===== config.mk =====
export PLATFORM = sky130hd
export DESIGN_NAME = prbs_test_ctrl
export DESIGN_NICKNAME = d
export VERILOG_FILES = /design/src/rtl/prbs_test_ctrl.sv
export SDC_FILE = /design/constraint.sdc
export NUM_CORES = 1
export LEC_CHECK = 0
export CORE_AREA = 8 8 80 82
export CTS_BUF_LIST = sky130_fd_sc_hd__clkbuf_4
export DETAILED_ROUTE_END_ITERATION = 7
export DIE_AREA = 0 0 88 90
export PLACE_DENSITY_LB_ADDON = 0.08
export SYNTH_ARGS = -nofsm -noshare
export SYNTH_HDL_FRONTEND = slang
export SYNTH_SLANG_ARGS = --single-unit
export TNS_END_PERCENT = 50

===== constraint.sdc =====
create_clock -name clk -period 2.6 [get_ports clk]
set_clock_uncertainty 0.1 [all_clocks]
set_input_delay 0.26 -clock clk [delete_from_list [all_inputs] [get_ports clk]]
set_output_delay 0.26 -clock clk [all_outputs]
set_load 0.01 [all_outputs]

===== src/rtl/prbs_test_ctrl.sv =====
// PRBS link test sequencer: clear -> sync (lock hunt with timeout) -> windowed error measurement.
// Optional macro PRBS_CTRL_CONTINUOUS_EN keeps measuring window after window until stop/reset.
module prbs_test_ctrl #(
    parameter int WIN_LEN  = 1024,
    parameter int SYNC_LEN = 16,
    parameter int TIMEOUT  = 4096
) (
    input  logic       clk,
    input  logic       reset,
    input  logic       start,
    input  logic       stop,
    input  logic       prbs_error,
    output logic       gen_en,
    output logic       chk_clr,
    output logic [1:0] status,
    output logic       locked,
    output logic       sync_fail,
    output logic       fail,
    output logic [7:0] err_count,
    output logic       window_done
);

    localparam int WIN_W  = $clog2(WIN_LEN + 1);
    localparam int SYNC_W = $clog2(SYNC_LEN + 1);
    localparam int TO_W   = $clog2(TIMEOUT + 1);

    localparam logic [WIN_W-1:0]  WIN_LAST  = WIN_W'(WIN_LEN - 1);
    localparam logic [SYNC_W-1:0] SYNC_LAST = SYNC_W'(SYNC_LEN - 1);
    localparam logic [TO_W-1:0]   TO_LAST   = TO_W'(TIMEOUT - 1);

    typedef enum logic [2:0] {
        ST_IDLE    = 3'd0,
        ST_CLEAR   = 3'd1,
        ST_SYNC    = 3'd2,
        ST_MEASURE = 3'd3,
        ST_DONE    = 3'd4
    } state_t;

    state_t            state_r;
    state_t            next_s;
    logic [SYNC_W-1:0] run_r;
    logic [TO_W-1:0]   tot_r;
    logic [WIN_W-1:0]  win_r;
    logic [7:0]        acc_r;
    logic [7:0]        acc_inc_s;
    logic              lock_s;
    logic              timeout_s;
    logic              win_end_s;
    logic              win_fire_s;
    logic              to_fire_s;

    logic              gen_en_r;
    logic              chk_clr_r;
    logic [1:0]        status_r;
    logic              locked_r;
    logic              sync_fail_r;
    logic              fail_r;
    logic [7:0]        err_count_r;
    logic              window_done_r;

    // Accumulator step that sticks at 255 instead of wrapping.
    function automatic logic [7:0] sat_inc(input logic [7:0] v, input logic e);
        if (e && (v != 8'hFF)) begin
            sat_inc = v + 8'd1;
        end else begin
            sat_inc = v;
        end
    endfunction

    // Status encoding of a state; CLEAR reports as SYNC.
    function automatic logic [1:0] status_of(input state_t s);
        case (s)
            ST_IDLE:    status_of = 2'b00;
            ST_CLEAR:   status_of = 2'b01;
            ST_SYNC:    status_of = 2'b01;
            ST_MEASURE: status_of = 2'b10;
            ST_DONE:    status_of = 2'b11;
            default:    status_of = 2'b00;
        endcase
    endfunction

    // Per-cycle event decode: lock, sync timeout, window end.
    always_comb begin
        acc_inc_s = sat_inc(acc_r, prbs_error);
        lock_s    = 1'b0;
        timeout_s = 1'b0;
        win_end_s = 1'b0;
        if (state_r == ST_SYNC) begin
            lock_s    = (!prbs_error) && (run_r == SYNC_LAST);
            timeout_s = (tot_r == TO_LAST);
        end else begin
            lock_s    = 1'b0;
            timeout_s = 1'b0;
        end
        if (state_r == ST_MEASURE) begin
            win_end_s = (win_r == WIN_LAST);
        end else begin
            win_end_s = 1'b0;
        end
    end

    // Next-state logic; stop outranks every other request outside IDLE.
    always_comb begin
        next_s     = state_r;
        win_fire_s = 1'b0;
        to_fire_s  = 1'b0;
        case (state_r)
            ST_IDLE: begin
                if (start && !stop) begin
                    next_s = ST_CLEAR;
                end else begin
                    next_s = ST_IDLE;
                end
            end
            ST_CLEAR: begin
                if (stop) begin
                    next_s = ST_IDLE;
                end else begin
                    next_s = ST_SYNC;
                end
            end
            ST_SYNC: begin
                if (stop) begin
                    next_s = ST_IDLE;
                end else if (lock_s) begin
                    next_s = ST_MEASURE;
                end else if (timeout_s) begin
                    next_s    = ST_DONE;
                    to_fire_s = 1'b1;
                end else begin
                    next_s = ST_SYNC;
                end
            end
            ST_MEASURE: begin
                if (stop) begin
                    next_s = ST_IDLE;
                end else if (win_end_s) begin
                    win_fire_s = 1'b1;
`ifdef PRBS_CTRL_CONTINUOUS_EN
                    next_s = ST_MEASURE;
`else
                    next_s = ST_DONE;
`endif
                end else begin
                    next_s = ST_MEASURE;
                end
            end
            ST_DONE: begin
                if (stop) begin
                    next_s = ST_IDLE;
                end else if (start) begin
                    next_s = ST_CLEAR;
                end else begin
                    next_s = ST_DONE;
                end
            end
            default: begin
                next_s = ST_IDLE;
            end
        endcase
    end

    // State, counters and result registers; outputs are loaded from the next state.
    always_ff @(posedge clk or posedge reset) begin
        if (reset) begin
            state_r       <= ST_IDLE;
            run_r         <= '0;
            tot_r         <= '0;
            win_r         <= '0;
            acc_r         <= 8'd0;
            gen_en_r      <= 1'b0;
            chk_clr_r     <= 1'b0;
            status_r      <= 2'b00;
            locked_r      <= 1'b0;
            sync_fail_r   <= 1'b0;
            fail_r        <= 1'b0;
            err_count_r   <= 8'd0;
            window_done_r <= 1'b0;
        end else begin
            state_r       <= next_s;
            gen_en_r      <= (next_s == ST_CLEAR) || (next_s == ST_SYNC) || (next_s == ST_MEASURE);
            chk_clr_r     <= (next_s == ST_CLEAR);
            status_r      <= status_of(next_s);
            locked_r      <= (next_s == ST_MEASURE);
            window_done_r <= win_fire_s;

            // Counters are only live in their own state and read as zero on entry.
            if (state_r == ST_SYNC) begin
                run_r <= prbs_error ? '0 : (run_r + SYNC_W'(1));
                tot_r <= tot_r + TO_W'(1);
            end else begin
                run_r <= '0;
                tot_r <= '0;
            end
            if ((state_r == ST_MEASURE) && !win_end_s) begin
                win_r <= win_r + WIN_W'(1);
                acc_r <= acc_inc_s;
            end else begin
                win_r <= '0;
                acc_r <= 8'd0;
            end

            if (next_s == ST_CLEAR) begin
                err_count_r <= 8'd0;
                fail_r      <= 1'b0;
                sync_fail_r <= 1'b0;
            end else if (win_fire_s) begin
                err_count_r <= acc_inc_s;
                fail_r      <= (acc_inc_s != 8'd0);
            end else if (to_fire_s) begin
                sync_fail_r <= 1'b1;
                fail_r      <= 1'b1;
            end else begin
                err_count_r <= err_count_r;
            end
        end
    end

    assign gen_en      = gen_en_r;
    assign chk_clr     = chk_clr_r;
    assign status      = status_r;
    assign locked      = locked_r;
    assign sync_fail   = sync_fail_r;
    assign fail        = fail_r;
    assign err_count   = err_count_r;
    assign window_done = window_done_r;

endmodule


==> results of run 1 <==
[cell usage in the layout, fill, tap and decap left out, drive strengths merged, types with 10 or more instances in the layout]
master / netlist / final
nand3: 12 / 12
xor2: 13 / 13
nand2: 19 / 19
clkdlybuf4s50: 0 / 20
o21ai: 10 / 10
nor3: 10 / 10
inv: 13 / 13
dfrtp: 56 / 56
nor2: 37 / 37
xnor2: 10 / 10
[path summary, 6_finish.rpt]
path	from	end	slack [ns]	cells past startpoint
setup / recovery	run_r[0]	fail	0.32	9
hold / removal	reset	win_r[0]	0.13	2
setup reg to reg	run_r[0]	fail	0.32	9
hold reg to reg	run_r[0]	run_r[0]	0.38	1
max in group asynchronous	reset	state_r[1]	1.64	3
min in group clk	run_r[0]	run_r[0]	0.38	1
[kinds of logic after synthesis]
family / synth area share
compound gates: 0.1028
fa+ha+maj: 0.02305
simple gates: 0.2411
xor+xnor: 0.07423
flops: 0.5164
buf+inv: 0.03504
mux: 0.007377
[critical path: stages, from the launching register on]
cell      delay [ns]
dfrtp_1         0.42
ha_1            0.23
and3_1          0.19
ha_1            0.18
and4bb_1        0.20
o211ai_1        0.18
o32ai_2         0.13
nor3b_2         0.17
buf_4           0.21
a211oi_1        0.21
[state kept, by name, summed over array words and instances (netlist names), 2 cells and up]
name and cells:
run_r 5, status 2, err_count 8, tot_r 13, acc_r 8, state_r 3, win_r 11
[power by group through the flow]
| stage | registers, mW | logic (mW) | clock network, mW |
|---|---|---|---|
| after CTS | 0.895 | 0.108 | 0.475 |
| after global placement | 0.911 | 0.108 | 0 |
| after floorplan | 0.913 | 0.0619 | 0 |
| after global routing | 0.898 | 0.118 | 0.505 |
| after detailed placement | 0.911 | 0.108 | 0 |
| final | 0.895 | 0.104 | 0.455 |
[final cells by class]
cell class | instances | area, µm²
Multi-Input combinational cell | 184 | 1217
Clock inverter | 3 | 37.54
Clock buffer | 5 | 37.54
Fill cell | 476 | 2158
Timing Repair Buffer | 26 | 245.2
Inverter | 13 | 48.80
Tap cell | 72 | 90.09
Sequential cell | 56 | 1401
[per-layer routing]
layer | track usage | part of all wire | vias to the layer above
li1 | - | - | 953
met3 | 0.03458 | 0.037 | 7
met2 | 0.2059 | 0.46 | 26
met5 | 0 | 0 | -
met1 | 0.1860 | 0.49 | 925
met4 | 0.05165 | 0.015 | 0
[through the flow]
stage	total power [mW]	hold WS, ns	setup WS [ns]	instance area [µm²]	util
final	1.455	0.1342	0.3220	3078	0.5878
after global routing	1.521	0.1694	0.1836	3078	0.5878
after CTS	1.478	0.1452	0.3105	3078	0.5878
after detailed placement	1.019	0.3623	0.3325	3003	0.5735
after global placement	1.019	0.3501	0.3691	3003	0.5735
after floorplan	0.9752	0.3020	0.4976	2714	-
==> impl_results.rst, run 1 <==
.. list-table::
   :header-rows: 1

   * - Metric
     - Value
   * - Run status
     - finished, final reports clean
   * - Final hold violation count
     - 0
   * - Starting density of the core
     - 0.5183
   * - Minimum clock period after layout
     - 2.278 ns
   * - Post-detailed-routing wire length
     - 4.934 mm
   * - Sequential fraction of the synthesis area
     - 0.5164
   * - Post-synth EDFFs
     - 0
   * - Average instance area after synthesis
     - 10.40 µm²
   * - Most common library cells after synthesis
     - 56 x dfrtp_1, 37 x nor2_1, 19 x nand2_1
   * - Clock latency reported for the late side of the worst-skew pair
     - between 0.3 and 0.4 ns
   * - Setup repair after global routing missed its margin
     - false
   * - Internal
     - 1.124 mW
   * - Routed length per instance
     - 13.74 µm
   * - Post-Synthesis Net Count
     - 271
   * - Number of detailed-route iterations in the first pass
     - 4
   * - Number of pins exceeding their max-slew limit in the final report
     - 0
   * - Sequential fraction of design power
     - 0.615
   * - Number of setup buffers added after CTS
     - 0
   * - Hold Path Class
     - in2async
   * - Area growth syn-to-layout
     - 13.42%
   * - Power density over the cells
     - 472.6 nW/µm²
   * - CTS tree
     - done
   * - Vias in the first global route
     - 1903
   * - Clock Tree Root
     - clkbuf_4
   * - Logic gate share of total power
     - 0.072
   * - Async set-or-reset flop fraction in the synthesized netlist
     - 1.000
   * - Slew at the pin with the worst max-slew slack
     - 0.6381 ns
   * - Fin crit share
     - 0.8762
   * - Largest voltage drop on the vdd net
     - between 0.2 and 0.25 mV
   * - Ant. Diodes
     - 0
   * - Net switching component of the power
     - between 0.3 and 0.4 mW
   * - Routability-driven placement congestion ratio
     - 0.7768
   * - Post-placement cell count
     - about 350
   * - Die boundary width
     - ~90 µm
   * - Max Fanout on Critical Path
     - 11
   * - Area of the mapped netlist
     - 2714 µm²
   * - Leading cell type by number of instances after synthesis
     - dfrtp_1
   * - IO Port Bufs
     - 20
   * - Number of non-filler instances in the completed layout
     - around 360
   * - Ports
     - 21
   * - Startpoint class of the critical path
     - flip-flop
   * - GR Util All Layers
     - 0.1380
   * - Post-route setup TNS
     - 0 ns
   * - Antenna Violating Nets Remaining
     - 0
   * - Die area
     - between 7000 and 8000 µm²
   * - Site row count
     - 27
   * - H-tree lvl count
     - 2
   * - Count of unresolved DRC violations after routing
     - 0
   * - Count of yosys warnings during synthesis
     - 0
   * - Count of distinct cell types in the synthesized netlist
     - 53
   * - Placeable core area
     - 5236 µm²
   * - Highest clock frequency the design can meet
     - 439.0 MHz
   * - Yosys top cell by area
     - dfrtp_1
   * - Worst-case clock buffer depth
     - 2
   * - Remaining global-route overflow
     - 0
   * - Number of nets in the finished design
     - 296
   * - Cts bufs inserted
     - 5
   * - Layout cell share with drive strength beyond 1
     - 0.1185
   * - Total half-perimeter wirelength after legalization and detailed placement
     - about 3.6 mm
   * - Number of failing setup endpoints in the final timing report
     - 0
   * - CTS clock-pin slew for the worst setup and hold paths
     - 0.15 ns
   * - Number of max-capacitance violations reported
     - 0
   * - Sinks on Clock Net
     - 56
   * - Yosys reg bits
     - between 50 and 60
   * - Worst max-slew margin expressed relative to the limit
     - 0.5746
   * - Static leakage
     - 1.299 nW
   * - Kind of end point of the critical path
     - flip-flop
   * - Post-DR vias/cell
     - 5.323
   * - Wire length of the first global-routing pass
     - 8.790 mm
   * - Arrival time at the worst endpoint
     - ~2.5 ns
   * - Detailed router's first-iteration violation count
     - 65
   * - Post-Syn Instances
     - 261
   * - Number of resized instances in the post-cts repair step
     - 0
   * - Number of antenna violations at the first check in global routing
     - 0
   * - Most used flip-flop cell after synthesis
     - dfrtp_1
   * - Switching share of power
     - 0.2272
   * - Dominant cells by area after synthesis
     - dfrtp_1 52%, nor2_1 5.1%, xor2_1 4.2%
   * - Share of total power in the clock network
     - 0.313
   * - Quantity of hold-fixing buffers added after cts
     - 0
   * - Detailed-route via count
     - 1911
   * - Pin count of the biggest net entering global routing
     - 28
   * - Start-to-end type of the worst setup path
     - reg2reg
   * - Vert. Die Dim
     - 90 µm
   * - Worst path required time
     - 2.80 ns
   * - Share of the synthesized area in the top cell type
     - 0.5164
Power figures use the tool's default switching activity.
==> inputs of run 2 (changes only) <==
Settings changed: GPL_ROUTABILITY_DRIVEN set to 0.
==> results of run 2 <==
The final DEF is identical to that of run 1; final timing and power are the same.
==> inputs of run 3 (changes only) <==
Settings changed: GPL_ROUTABILITY_DRIVEN 0 to 1, SLEW_MARGIN set to 20.
==> results of run 3 <==
The final DEF is identical to that of run 1; final timing and power are the same.
